--- src/rtl/ex_mem_stage.sv ---
// EX->MEM pipeline register with a two-entry skid buffer and branch resolution at accept.
// Define EXMEM_PERF_CNT_EN to compile in the stall/taken performance counters.
module ex_mem_stage (
  input  logic        clk,
  input  logic        rst_n,
  input  logic        ex_valid,
  output logic        ex_ready,
  input  logic [31:0] alu_result,
  input  logic        zero_flag,
  input  logic [31:0] store_data,
  input  logic [4:0]  rd_addr,
  input  logic        reg_write,
  input  logic        mem_read,
  input  logic        mem_write,
  input  logic        branch,
  input  logic [2:0]  funct3,
  input  logic [31:0] pc,
  input  logic [31:0] imm,
  output logic        m_valid,
  input  logic        m_ready,
  output logic [31:0] m_alu_result,
  output logic [31:0] m_store_data,
  output logic [4:0]  m_rd_addr,
  output logic        m_reg_write,
  output logic        m_mem_read,
  output logic        m_mem_write,
  input  logic        flush,
  output logic        br_redirect,
  output logic [31:0] br_target,
  output logic [31:0] stall_cnt,
  output logic [31:0] taken_cnt
);

  typedef enum logic [1:0] {EMPTY, ONE, TWO} state_t;

  typedef struct packed {
    logic [31:0] alu_result;
    logic [31:0] store_data;
    logic [4:0]  rd_addr;
    logic        reg_write;
    logic        mem_read;
    logic        mem_write;
    logic        taken;
    logic [31:0] target;
  } entry_t;

  function automatic logic branch_taken(input logic       br,
                                        input logic [2:0] f3,
                                        input logic       zf,
                                        input logic       lsb);
    logic t;
    case (f3)
      3'b000:         t = zf;
      3'b001:         t = !zf;
      3'b100, 3'b110: t = lsb;
      3'b101, 3'b111: t = !lsb;
      default:        t = 1'b0;
    endcase
    return br && t;
  endfunction

  state_t state_q, state_d;
  entry_t main_q, main_d;
  entry_t skid_q, skid_d;
  entry_t new_entry;
  logic   accept;
  logic   drain;

  // Skid register only fills when main stalls, so readiness depends purely on stored state.
  assign ex_ready = (state_q != TWO);
  assign m_valid  = (state_q != EMPTY);
  assign accept   = ex_valid && ex_ready;
  assign drain    = m_valid && m_ready;

  always_comb begin
    new_entry            = '0;
    new_entry.alu_result = alu_result;
    new_entry.store_data = store_data;
    new_entry.rd_addr    = rd_addr;
    new_entry.reg_write  = reg_write;
    new_entry.mem_read   = mem_read;
    new_entry.mem_write  = mem_write;
    new_entry.taken      = branch_taken(branch, funct3, zero_flag, alu_result[0]);
    new_entry.target     = pc + imm;
  end

  always_comb begin
    state_d = state_q;
    main_d  = main_q;
    skid_d  = skid_q;
    if (flush) begin
      state_d = EMPTY;
    end else begin
      case (state_q)
        EMPTY: begin
          if (accept) begin
            state_d = ONE;
            main_d  = new_entry;
          end
        end
        ONE: begin
          if (accept && drain) begin
            main_d = new_entry;
          end else if (accept) begin
            state_d = TWO;
            skid_d  = new_entry;
          end else if (drain) begin
            state_d = EMPTY;
          end
        end
        TWO: begin
          if (drain) begin
            state_d = ONE;
            main_d  = skid_q;
          end
        end
        default: state_d = EMPTY;
      endcase
    end
  end

  always_ff @(posedge clk or negedge rst_n) begin
    if (!rst_n) begin
      state_q <= EMPTY;
      main_q  <= '0;
      skid_q  <= '0;
    end else begin
      state_q <= state_d;
      main_q  <= main_d;
      skid_q  <= skid_d;
    end
  end

  assign m_alu_result = main_q.alu_result;
  assign m_store_data = main_q.store_data;
  assign m_rd_addr    = main_q.rd_addr;
  assign m_reg_write  = main_q.reg_write;
  assign m_mem_read   = main_q.mem_read;
  assign m_mem_write  = main_q.mem_write;

  // Redirect fires only as the taken branch actually leaves; a flush cancels the hand-off.
  assign br_redirect = drain && main_q.taken && !flush;
  assign br_target   = br_redirect ? main_q.target : 32'd0;

`ifdef EXMEM_PERF_CNT_EN
  logic [31:0] stall_cnt_q, stall_cnt_d;
  logic [31:0] taken_cnt_q, taken_cnt_d;

  always_comb begin
    stall_cnt_d = stall_cnt_q;
    taken_cnt_d = taken_cnt_q;
    if (m_valid && !m_ready) stall_cnt_d = stall_cnt_q + 32'd1;
    if (br_redirect)         taken_cnt_d = taken_cnt_q + 32'd1;
  end

  always_ff @(posedge clk or negedge rst_n) begin
    if (!rst_n) begin
      stall_cnt_q <= '0;
      taken_cnt_q <= '0;
    end else begin
      stall_cnt_q <= stall_cnt_d;
      taken_cnt_q <= taken_cnt_d;
    end
  end

  assign stall_cnt = stall_cnt_q;
  assign taken_cnt = taken_cnt_q;
`else
  assign stall_cnt = 32'd0;
  assign taken_cnt = 32'd0;
`endif

endmodule

--- config.mk ---
export PLATFORM = sky130hd
export DESIGN_NAME = ex_mem_stage
export DESIGN_NICKNAME = d
export VERILOG_FILES = /design/src/rtl/ex_mem_stage.sv
export SDC_FILE = /design/constraint.sdc
export NUM_CORES = 1
export LEC_CHECK = 0
export ABC_AREA = 0
export ABC_CLOCK_PERIOD_IN_PS = 2150
export CAP_MARGIN = 5
export CORE_MARGIN = 2
export CORE_UTILIZATION = 49
export CTS_CLUSTER_DIAMETER = 200
export DETAILED_ROUTE_END_ITERATION = 8
export PLACE_DENSITY_LB_ADDON = 0.08
export SKIP_LAST_GASP = 1
export SLEW_MARGIN = 20
export SYNTH_ARGS = -nofsm -noshare
export SYNTH_HDL_FRONTEND = slang
export SYNTH_SLANG_ARGS = --single-unit
--- constraint.sdc ---
create_clock -name clk -period 2.15 [get_ports clk]
set_input_delay 0.645 -clock clk [delete_from_list [all_inputs] [get_ports clk]]
set_output_delay 0.645 -clock clk [all_outputs]
set_load 0.1 [all_outputs]
==> summary.md, run 1 <==
| Metric | Value |
|---|---|
| Status | complete, but fails checks |
| Violated checks | setup timing |
| Area share of the leading cell type in the synthesized netlist | 0.449 |
| Most common cell on crit path | buf_12 |
| First-pass GRT wire length | about 53,000 um |
| Flops & latches, synth | 212 |
| Cell area power density | between 900 and 1000 nW/um^2 |
| Chip height | 159 um |
| Number of synthesized flops with an enable pin | 0 |
| Final ANT Viol Nets | 0 |
| Clock Path Buffers | 3 |
| CP max FO | 8 |
| Synth Flop Type | dfrtp_1 |
| Post-layout util | 0.756 |
| Most common cell after layout, fill and taps aside | buf_4 |
| Reg-to-reg setup timing slack | about 0.22 ns |
| Tot Pwr | 16,600 uW |
| GRT Util Overall | 0.251 |
| Post-Layout Cell Count | 1,951 |
| Post-Synth Adder-Cell Area | 0.0345 |
| H-tree depth | 1 |
| Distinct cells, synth | 58 |
| Slew margin rel. | 0.501 |
| Synth-to-layout area growth | 51.0% |
| Sequential-to-total area share from yosys stat | 0.449 |
| Largest family of logic cells by synthesized area | simple AND/OR/NAND/NOR gates |
| Max frequency | ~390 MHz |
| Final hold vios | 0 |
| Critical Path RT | 1.50 ns |
| Die area | 25,400 sq um |
| Lkg Pwr | 0.00811 uW |
| Layout cell share with drive strength beyond 1 | 0.394 |
| Crit path capture type | output port |
| Skew final | approximately 0.013 ns |
| Via density | roughly 5.3 |
| Crit-path max cell delay | 0.37 ns |
| Xor/xnor cell area share of the yosys netlist | 0.0222 |
| Iter 0 DRT Violations | ~630 |
| Antenna cells | 0 |
| CTS Buf Count | 24 |
| Maxcap violations | 0 |
| Drt wl/cell | 17.4 um |
| GP Congestion | 0.865 |
| Asr flop ratio synth | 1.00 |
| Syn_area_per_cell | 9.26 sq um |
| Kind of critical path | reg2out |
| Clk pin slew, worst setup/hold paths | 0.06 ns |
| Ports | between 300 and 400 |
| CP max stage cell | dfrtp_1 |
| Number of global-route vias before repair | 10,300 |
| Total number of vias | ~10,000 |
| Post-place setup slack | -1.35 ns |
| Cts hold-fix bufs | 0 |
| Final worst slack | -0.442 ns |
| Post-synthesis compound-gate area fraction | 0.132 |
| DRT Pass-1 Iters | 5 |
| Initial antenna violation count | 0 |
| Root buf cell | clkbuf_16 |
| Nets | 1,793 |
| DPL Wire Length | 21,800 um |
| Max Slew Vio Count | 0 |
| Fin crit share | 1.21 |
| RSZ-0062 raised after global routing | true |
| Synth top area cells | dfrtp_1, buf_4, mux2_2 |
| Worst R2R Path Depth | 7 |
| Final wirelength | about 34,000 um |
| Max rail drop VDD | approximately 0.73 mV |
| Cell Rows | 56 |
| Worst Hold Class | in2async |
| Syn Std Cell Area | 11,800 sq um |
| Mux cell area share after synthesis | 0.0861 |
| Pin count of the biggest net entering global routing | 119 |
| Setup violators final | 74 |
| Post-layout min period | roughly 2.6 ns |
| Clk_lat worst skew | 0.52 ns |
| Simple-Gate Fraction of Synth Area | 0.163 |
| Commonest cells after routing, fill and taps aside | buf_4, nand2_1, dfrtp_1 |
| Post-route DRC | 0 |
| Gr ovfl total | 0 |
| Starting Density | 0.501 |
| Core area | between 20,000 and 25,000 sq um |
| Port Buffer Count | ~250 |
| Dpl cells | 1,854 |
| Chip width | roughly 160 um |
| CTS tree | built |
| Synthesized instance count | 1,277 |
| Clock sinks | roughly 210 |
| Worst Max-Slew Pin Slew | roughly 0.75 ns |
| CP startpoint kind | flop |
| CP arrival | between 1.5 and 2 ns |
| Worst-path cell chain | or2_4 > and4b_4 > buf_12 > buf_16 > and2_4 > buf_12 |
| Worst flop-to-flop path endpoint | m_store_data[27]$_DFFE_PN0P_ |
| FF-to-FF Start | state_q[1]$_DFFE_PN0P_ |
| Total negative setup slack | -20.50 ns |
| Synth Warn # | 0 |
| Top cell type by total area after synthesis | dfrtp_1 |
sequential cells by signal, indices dropped and copies added, names as in the netlist:
| name | cells |
|---|---|
| m_reg_write | 1 |
| m_alu_result | 32 |
| skid_q | 105 |
| m_store_data | 32 |
| m_mem_read | 1 |
| m_rd_addr | 5 |
| m_mem_write | 1 |
| state_q | 2 |
| main_q | 33 |
kinds of logic (layout without fill, tap and decap cells):
logic type / count (synthesis) / in the layout
and+or+nand+nor: 452 / 452
AOI/OAI and AO/OA: 241 / 241
buffers and inverters: 218 / 510
DFF: 212 / 212
muxes: 91 / 91
adders and majority gates: 32 / 32
xor gates and xnor gates: 30 / 30
other: 1 / 64
what timing repair did:
action | 4_1_cts | 5_1_grt
endpoints found under the setup margin | 84 | 91
resized for setup | 254 | 91
pin swaps | 103 | 70
setup buffers | 41 | 16
cloned | 4 | 0
power by group:
| group | internal [uW] | switching [uW] | leakage [uW] |
|---|---|---|---|
| Sequential | 5010 | 562 | 0.00250 |
| Clock | 2890 | 1660 | 0.000446 |
| Combinational | 2300 | 4170 | 0.00516 |
| Total | 10200 | 6390 | 0.00811 |
metrics by stage:
step,hold WS [ns],area (sq um)
after floorplan,0.349,12400
final,0.0344,17900
after CTS,0.0321,17500
after global placement,0.459,15600
after global routing,0.0578,17900
after detailed placement,0.469,15600
layout make-up:
| cell class | count | area, sq um |
|---|---|---|
| clock buffer | 31 | 698 |
| inverter | 8 | 35.0 |
| timing repair buffer | 459 | 4620 |
| tap | 319 | 399 |
| fill | 1608 | 5750 |
| multi-input combinational | 910 | 6610 |
| sequential | 212 | 5310 |
| clock inverter | 12 | 195 |
layer usage:
| layer | share of wire | up-vias | track usage | wire length, um |
|---|---|---|---|---|
| li1 | - | 4865 | - | - |
| met1 | 0.40 | 5087 | 0.321 | 13700 |
| met2 | 0.50 | 357 | 0.435 | 17100 |
| met3 | 0.061 | 91 | 0.0490 | 2070 |
| met4 | 0.033 | 0 | 0.0719 | 1130 |
| met5 | 0 | - | 0 | 0 |
critical path: cells and delay by family, from the launching register on:
family | cells | cell delay [ns]
and+or+nand+nor | 3 | 0.61
buffers and inverters | 3 | 0.45
DFF | 1 | 0.37
Yosys cell counts (4+ instances only):
cell type	count
buf_4	134
inv_1	7
mux2_2	86
buf_1	6
xor2_1	12
a211oi_1	7
o21bai_1	5
o21ai_0	27
nor2_1	126
o21a_1	7
xnor2_1	18
o21ai_1	14
buf_2	6
nor3_1	13
a21o_1	16
nand4_1	8
nand3_1	24
nor2b_1	4
and2_1	33
nand2_1	221
o211ai_1	5
a21oi_1	43
clkbuf_1	63
a31oi_1	86
mux2i_1	5
o31ai_1	5
and3_1	10
ha_1	31
dfrtp_1	212
worst max path at each step:
stage                                      start                endpoint  slack [ns]
final                     state_q[1]$_DFFE_PN0P_           br_target[29]       -0.44
after global routing                      imm[0]  main_q[20]$_DFFE_PN0P_       -0.50
after CTS                 state_q[0]$_DFFE_PN0P_           br_target[29]       -0.46
after detailed placement                   pc[0]  main_q[20]$_DFFE_PN0P_       -1.35
after global placement                     pc[0]  main_q[20]$_DFFE_PN0P_       -1.23
after floorplan                            pc[0]  main_q[22]$_DFFE_PN0P_       -0.66
No activity file was read; power rests on OpenSTA's default activity.
==> run 2: changes to the inputs <==
--- a/config.mk
+++ b/config.mk
@@ -12,6 +12,7 @@
 export CORE_UTILIZATION = 49
 export CTS_CLUSTER_DIAMETER = 200
 export DETAILED_ROUTE_END_ITERATION = 8
+export MAX_ROUTING_LAYER = met4
 export PLACE_DENSITY_LB_ADDON = 0.08
 export SKIP_LAST_GASP = 1
 export SLEW_MARGIN = 20
==> run 2 against run 1 <==
Compared with the run above:
- the flow still finishes with violations (setup timing)
- combinational power up 1%
- total power is 2.6% lower
- via count up 0.34%
- clock skew decreased by 0.0058 ns
- sequential share of layout area fell by 0.20 points
- sequential power barely moved
- die area stayed put
- highest routed layer unchanged
==> summary.md, run 2 (synthesis results as in run 1) <==
| Metric | Value |
|---|---|
| Final wirelength | 34,200 um |
| Layout cell share with drive strength beyond 1 | 0.397 |
| GP Congestion | 0.877 |
| Worst Hold Class | reg2reg |
| Clk_lat worst skew | 0.52 ns |
| Number of global-route vias before repair | 10,500 |
| Status | complete, but fails checks |
| Port Buffer Count | 252 |
| Setup violators final | 74 |
| Total number of vias | 10,400 |
| Starting Density | 0.501 |
| Clock sinks | ~210 |
| Ports | roughly 320 |
| Kind of critical path | reg2out |
| CP startpoint kind | flop |
| Violated checks | setup timing |
| Critical Path RT | around 1.5 ns |
| Post-layout min period | 2.56 ns |
| CP max stage cell | dfrtp_1 |
| Max frequency | 391 MHz |
| Final worst slack | -0.409 ns |
| Crit-path max cell delay | 0.38 ns |
| Reg with most FFs | skid_q |
| Drt wl/cell | 17.4 um |
| Synth-to-layout area growth | 52.1% |
| Final hold vios | 0 |
| Iter 0 DRT Violations | around 760 |
| Initial antenna violation count | 0 |
| CTS tree | built |
| Largest registers | skid_q: 105 flops, main_q: 33 flops |
| Max rail drop VDD | ~0.68 mV |
| GRT Util Overall | 0.267 |
| Cell Rows | 56 |
| Clock Path Buffers | 3 |
| Chip height | 159 um |
| Worst Max-Slew Pin Slew | 0.796 ns |
| Gr ovfl total | 0 |
| Skew final | 0.00678 ns |
| Multi-input logic area | 6610 sq um |
| Most common cell after layout, fill and taps aside | buf_4 |
| DPL Wire Length | 22,000 um |
| Cell area power density | 899 nW/um^2 |
| Fillcell total | 1,576 |
| Worst-path cell chain | or2_4 > and4b_4 > buf_12 > and2_4 > buf_12 |
| Chip width | 159 um |
| Pin count of the biggest net entering global routing | 119 |
| Antenna cells | 0 |
| First-pass GRT wire length | 54,200 um |
| Final ANT Viol Nets | 0 |
| Most common cell on crit path | buf_12 |
| Post-place setup slack | -1.36 ns |
| CTS Buf Count | 23 |
| Fin crit share | 1.19 |
| Slew margin rel. | 0.468 |
| Post-route DRC | 0 |
| CP max FO | 19 |
| Die area | roughly 25,000 sq um |
| Max Slew Vio Count | 0 |
| Post-layout util | 0.761 |
| Largest register FFs | 105 |
| DRT Pass-1 Iters | 5 |
| Commonest cells after routing, fill and taps aside | buf_4, nand2_1, dfrtp_1 |
| Clk pin slew, worst setup/hold paths | 0.06 ns |
| H-tree depth | 1 |
| Reg area | 5310 sq um |
| Crit path capture type | output port |
| RSZ-0062 raised after global routing | true |
| Core area | 23,600 sq um |
| Maxcap violations | 0 |
| CP arrival | between 1.5 and 2 ns |
| Nets | 1,805 |
| Root buf cell | clkbuf_16 |
| Lkg Pwr | 0.00811 uW |
| Via density | 5.32 |
run 2: changes by cell type in the layout (fill, tap and decap cells not counted), moves of 4 or more:
cell	delta
buf_12	+7
clkbuf_1	+4
clkdlybuf4s50_1	+6
clkbuf_8	+4
clkbuf_2	-7
nor2_1	-4
bufinv_16	-4
nor2_2	+4
clkinv_2	-4
run 2: cell type report:
| cell class | instances | share of cell area |
|---|---|---|
| clock buffer | 37 | 0.0399 |
| clock inverter | 5 | 0.00390 |
| inverter | 8 | 0.00195 |
| multi-input combinational | 910 | 0.368 |
| sequential | 212 | 0.295 |
| tap | 319 | 0.0222 |
| timing repair buffer | 472 | 0.269 |
run 2: power by group:
part           switching (uW)  internal [uW]  leakage, uW
clock                    1630           2420     0.000382
sequential                567           5010      0.00250
combinational            4190           2350      0.00522
run 2: worst paths after layout:
path	depth (start not counted)	end	startpoint	slack, ns
hold / removal	2	main_q[2]$_DFFE_PN0P_	main_q[2]$_DFFE_PN0P_	0.48
min in group asynchronous	2	main_q[24]$_DFFE_PN0P_	rst_n	0.60
setup reg to reg	9	main_q[25]$_DFFE_PN0P_	state_q[1]$_DFFE_PN0P_	0.15
max in group asynchronous	3	skid_q[22]$_DFFE_PN0P_	rst_n	0.89
setup / recovery	5	br_target[0]	state_q[1]$_DFFE_PN0P_	-0.41
hold reg to reg	2	main_q[2]$_DFFE_PN0P_	main_q[2]$_DFFE_PN0P_	0.48
run 2: worst max-delay path, delay by kind of cell, from the launching register on:
family / cells / cell delay (ns)
buffers and inverters: 2 / 0.33
flip-flops: 1 / 0.38
AND/OR/NAND/NOR: 3 / 0.68
run 2: stage by stage:
stage / TNS, ns / instance area, sq um / total power (uW) / instances / hold slack [ns]
floorplan: -15.94 / 12400 / 10100 / 1340 / 0.349
global placement: -99.43 / 15700 / 11400 / 1857 / 0.461
detailed placement: -105.06 / 15700 / 11500 / 1857 / 0.468
CTS: -19.04 / 17600 / 16000 / 1946 / 0.474
global route: -24.47 / 18000 / 16900 / 1963 / 0.494
finish: -19.84 / 18000 / 16200 / 1963 / 0.479
run 2: what timing repair did:
action | 4_1_cts | 5_1_grt
gates resized for setup | 271 | 64
endpoints found under the setup margin | 84 | 84
cloned | 1 | 2
endpoints found under the hold margin | 26 | 0
pin swaps | 113 | 59
hold buffers | 1 | 0
buffers inserted | 54 | 20
run 2: routing by layer:
| layer | vias up | GRT usage | part of all wire |
|---|---|---|---|
| li1 | 4887 | - | - |
| met1 | 5124 | 0.330 | 0.41 |
| met2 | 350 | 0.442 | 0.50 |
| met3 | 74 | 0.0560 | 0.060 |
| met4 | 0 | 0.0831 | 0.028 |
| met5 | - | - | 0 |
==> run 3: changes to the inputs <==
--- a/config.mk
+++ b/config.mk
@@ -9,7 +9,7 @@
 export ABC_CLOCK_PERIOD_IN_PS = 2150
 export CAP_MARGIN = 5
 export CORE_MARGIN = 2
-export CORE_UTILIZATION = 49
+export CORE_UTILIZATION = 45
 export CTS_CLUSTER_DIAMETER = 200
 export DETAILED_ROUTE_END_ITERATION = 8
 export MAX_ROUTING_LAYER = met4
==> run 3 against run 2 <==
Compared with the run above:
- the flow still finishes with violations (setup timing)
- cell area decreased by 0.69%
- critical endpoint is now br_target[13]
- cell count increased by 0.36%
- largest cell class unchanged
- die area increased by 8.7%
- non-clock buffer count decreased by 12
- clock power increased by 5.4%
- worst setup slack got worse by 0.054 ns
- largest power group unchanged
- highest routed layer unchanged
- critical path type unchanged
- combinational power decreased by 2%
- flip-flop and latch count unchanged
- count of clock-buffer cells in the layout increased by 1
- total power increased by 0.71%
==> summary.md, run 3 (synthesis results as in run 1) <==
| Metric | Value |
|---|---|
| Status | complete, but fails checks |
| Violated checks | setup timing |
| Most common cell on crit path | buf_12 |
| Final wirelength | roughly 33,000 um |
| Antenna cells | 0 |
| Maxcap violations | 0 |
| Max Slew Vio Count | 0 |
| Largest register FFs | 105 |
| H-tree depth | 1 |
| Clock Path Buffers | 3 |
| Reg with most FFs | skid_q |
| Iter 0 DRT Violations | roughly 560 |
| Crit path max-delay family | simple AND/OR/NAND/NOR gates |
| Largest registers | skid_q: 105 flops, main_q: 33 flops |
| Setup crit end | br_target[13] |
| Final hold vios | 0 |
| Root buf cell | clkbuf_16 |
| Worst R2R Path Depth | 7 |
| Die area | 27,600 sq um |
| CP max stage cell | dfrtp_1 |
| Clk_lat worst skew | ~0.52 ns |
| CTS tree | built |
| Total number of vias | 10,100 |
| Final worst slack | -0.462 ns |
| Post-layout min period | 2.61 ns |
| Starting Density | 0.456 |
| Pin count of the biggest net entering global routing | 119 |
| Worst Max-Slew Pin Slew | 0.798 ns |
| Crit. path cell count | 6 |
| Fillcell total | 2,004 |
| Post-place setup slack | -1.33 ns |
| Gr ovfl total | 0 |
| Reg-to-reg setup timing slack | 0.24 ns |
| GP Congestion | 0.892 |
| Number of global-route vias before repair | 10,100 |
| Slew margin rel. | 0.468 |
| CP max FO | 5 |
| Commonest cells after routing, fill and taps aside | nand2_1, buf_4, dfrtp_1 |
| Nets | about 1,800 |
| Final ANT Viol Nets | 0 |
| Critical Path RT | about 1.5 ns |
| Crit-path max cell delay | 0.38 ns |
| Worst flop-to-flop path endpoint | m_alu_result[12]$_DFFE_PN0P_ |
| FF-to-FF Start | state_q[1]$_DFFE_PN0P_ |
| Via density | roughly 5 |
| First-pass GRT wire length | 52,300 um |
| Drt wl/cell | approximately 17 um |
| CP arrival | just under 2 ns |
| CP startpoint kind | flop |
| Clk pin slew, worst setup/hold paths | 0.06 ns |
| DRT Pass-1 Iters | 4 |
| Max rail drop VDD | 0.685 mV |
| GRT Util Overall | 0.238 |
| Port Buffer Count | approximately 250 |
| Cell Rows | 59 |
| Worst-path cell chain | or2_4 > and4b_4 > buf_12 > buf_12 > and2_4 > buf_12 |
| Lkg Pwr | 0.00809 uW |
| Cts hold-fix bufs | 0 |
| Kind of critical path | reg2out |
| Multi-input logic area | 6580 sq um |
| Layout cell share with drive strength beyond 1 | 0.386 |
| Max frequency | 383 MHz |
| Fin crit share | 1.22 |
| Ports | 317 |
| CTS Buf Count | 25 |
| CP startpoint | state_q[1]$_DFFE_PN0P_ |
| Setup violators final | 76 |
| Initial antenna violation count | 0 |
| Total negative setup slack | -20.94 ns |
| Skew final | 0.0120 ns |
| Core area | 25,900 sq um |
| Clock sinks | 212 |
| Crit path capture type | output port |
| Post-route DRC | 0 |
| Worst path bufs/invs | 3 |
| Cell area power density | 911 nW/um^2 |
| Synth-to-layout area growth | 51.0% |
| Worst Hold Class | in2async |
| RSZ-0062 raised after global routing | true |
| Most common cell after layout, fill and taps aside | nand2_1 |
| Reg area | 5310 sq um |
| DPL Wire Length | 22,100 um |
| Chip width | about 170 um |
| Chip height | 166 um |
==> run 3: cell count changes in the layout (fill, tap and decap cells not counted), sizes merged <==
cell and change:
clkbuf +2, clkinvlp -2, inv +1, clkinv +2, dlygate4sd3 -1, clkdlybuf4s50 -5, buf -11, bufinv +1
dlygate4sd2 +4
==> run 3: cell type report <==
cell class | count | area share
flip-flops and latches | 212 | 0.297
clock inverters | 7 | 0.00518
repair buffers | 460 | 0.262
well taps | 335 | 0.0235
multi-input cells | 910 | 0.368
clock buffers | 38 | 0.0417
inverters | 8 | 0.00196
==> run 3: how the worst min path moves through the flow <==
| stage | to | slack [ns] | startpoint | cells past startpoint |
|---|---|---|---|---|
| 2_1_floorplan | m_alu_result[0]$_DFFE_PN0P_ | 0.35 | rst_n | 0 |
| 3_3_place_gp | skid_q[21]$_DFFE_PN0P_ | 0.46 | skid_q[21]$_DFFE_PN0P_ | 2 |
| 3_5_place_dp | skid_q[21]$_DFFE_PN0P_ | 0.46 | skid_q[21]$_DFFE_PN0P_ | 2 |
| 4_1_cts | skid_q[54]$_DFFE_PN0P_ | 0.07 | rst_n | 1 |
| 5_1_grt | skid_q[54]$_DFFE_PN0P_ | 0.09 | rst_n | 1 |
| 6_report | skid_q[55]$_DFFE_PN0P_ | 0.07 | rst_n | 1 |
==> run 3: per-stage QoR <==
stage	hold WS (ns)	area, sq um	total power (uW)	util	std cells
finish	0.0719	17900	16300	0.689	1970
detailed placement	0.464	15700	11500	0.605	1876
CTS	0.0714	17600	16200	0.681	1968
floorplan	0.349	12400	10100	-	1340
global placement	0.460	15700	11400	0.605	1876
global route	0.0861	17900	17000	0.689	1970
==> run 3: worst reg2reg max path: stages (launching register included) <==
cell	delay (ns)
dfrtp_1	0.38
buf_4	0.15
nor2b_4	0.14
clkinv_4	0.07
buf_4	0.11
buf_4	0.62
nand2_1	0.17
a31oi_1	0.20
==> run 3: where the power goes <==
| group | total, uW | switching [uW] | leakage (uW) | internal, uW |
|---|---|---|---|---|
| Sequential | 5570 | 565 | 0.00250 | 5010 |
| Clock | 4260 | 1640 | 0.000415 | 2620 |
| Combinational | 6440 | 4130 | 0.00518 | 2310 |
==> run 3: layer usage <==
metal / global-route usage / vias up / routed length [um] / part of all wire
met4: 0.0673 / 0 / 976 / 0.030
met5: - / - / 0 / 0
met1: 0.303 / 4912 / 14200 / 0.43
li1: - / 4863 / - / -
met2: 0.387 / 301 / 15800 / 0.48
met3: 0.0484 / 67 / 1990 / 0.060
==> run 3: timing repair <==
action | in CTS | in global routing
setup endpoints to repair | 84 | 149
cloned | 2 | 0
pin swaps | 123 | 49
gates resized for setup | 279 | 47
buffers inserted | 49 | 7
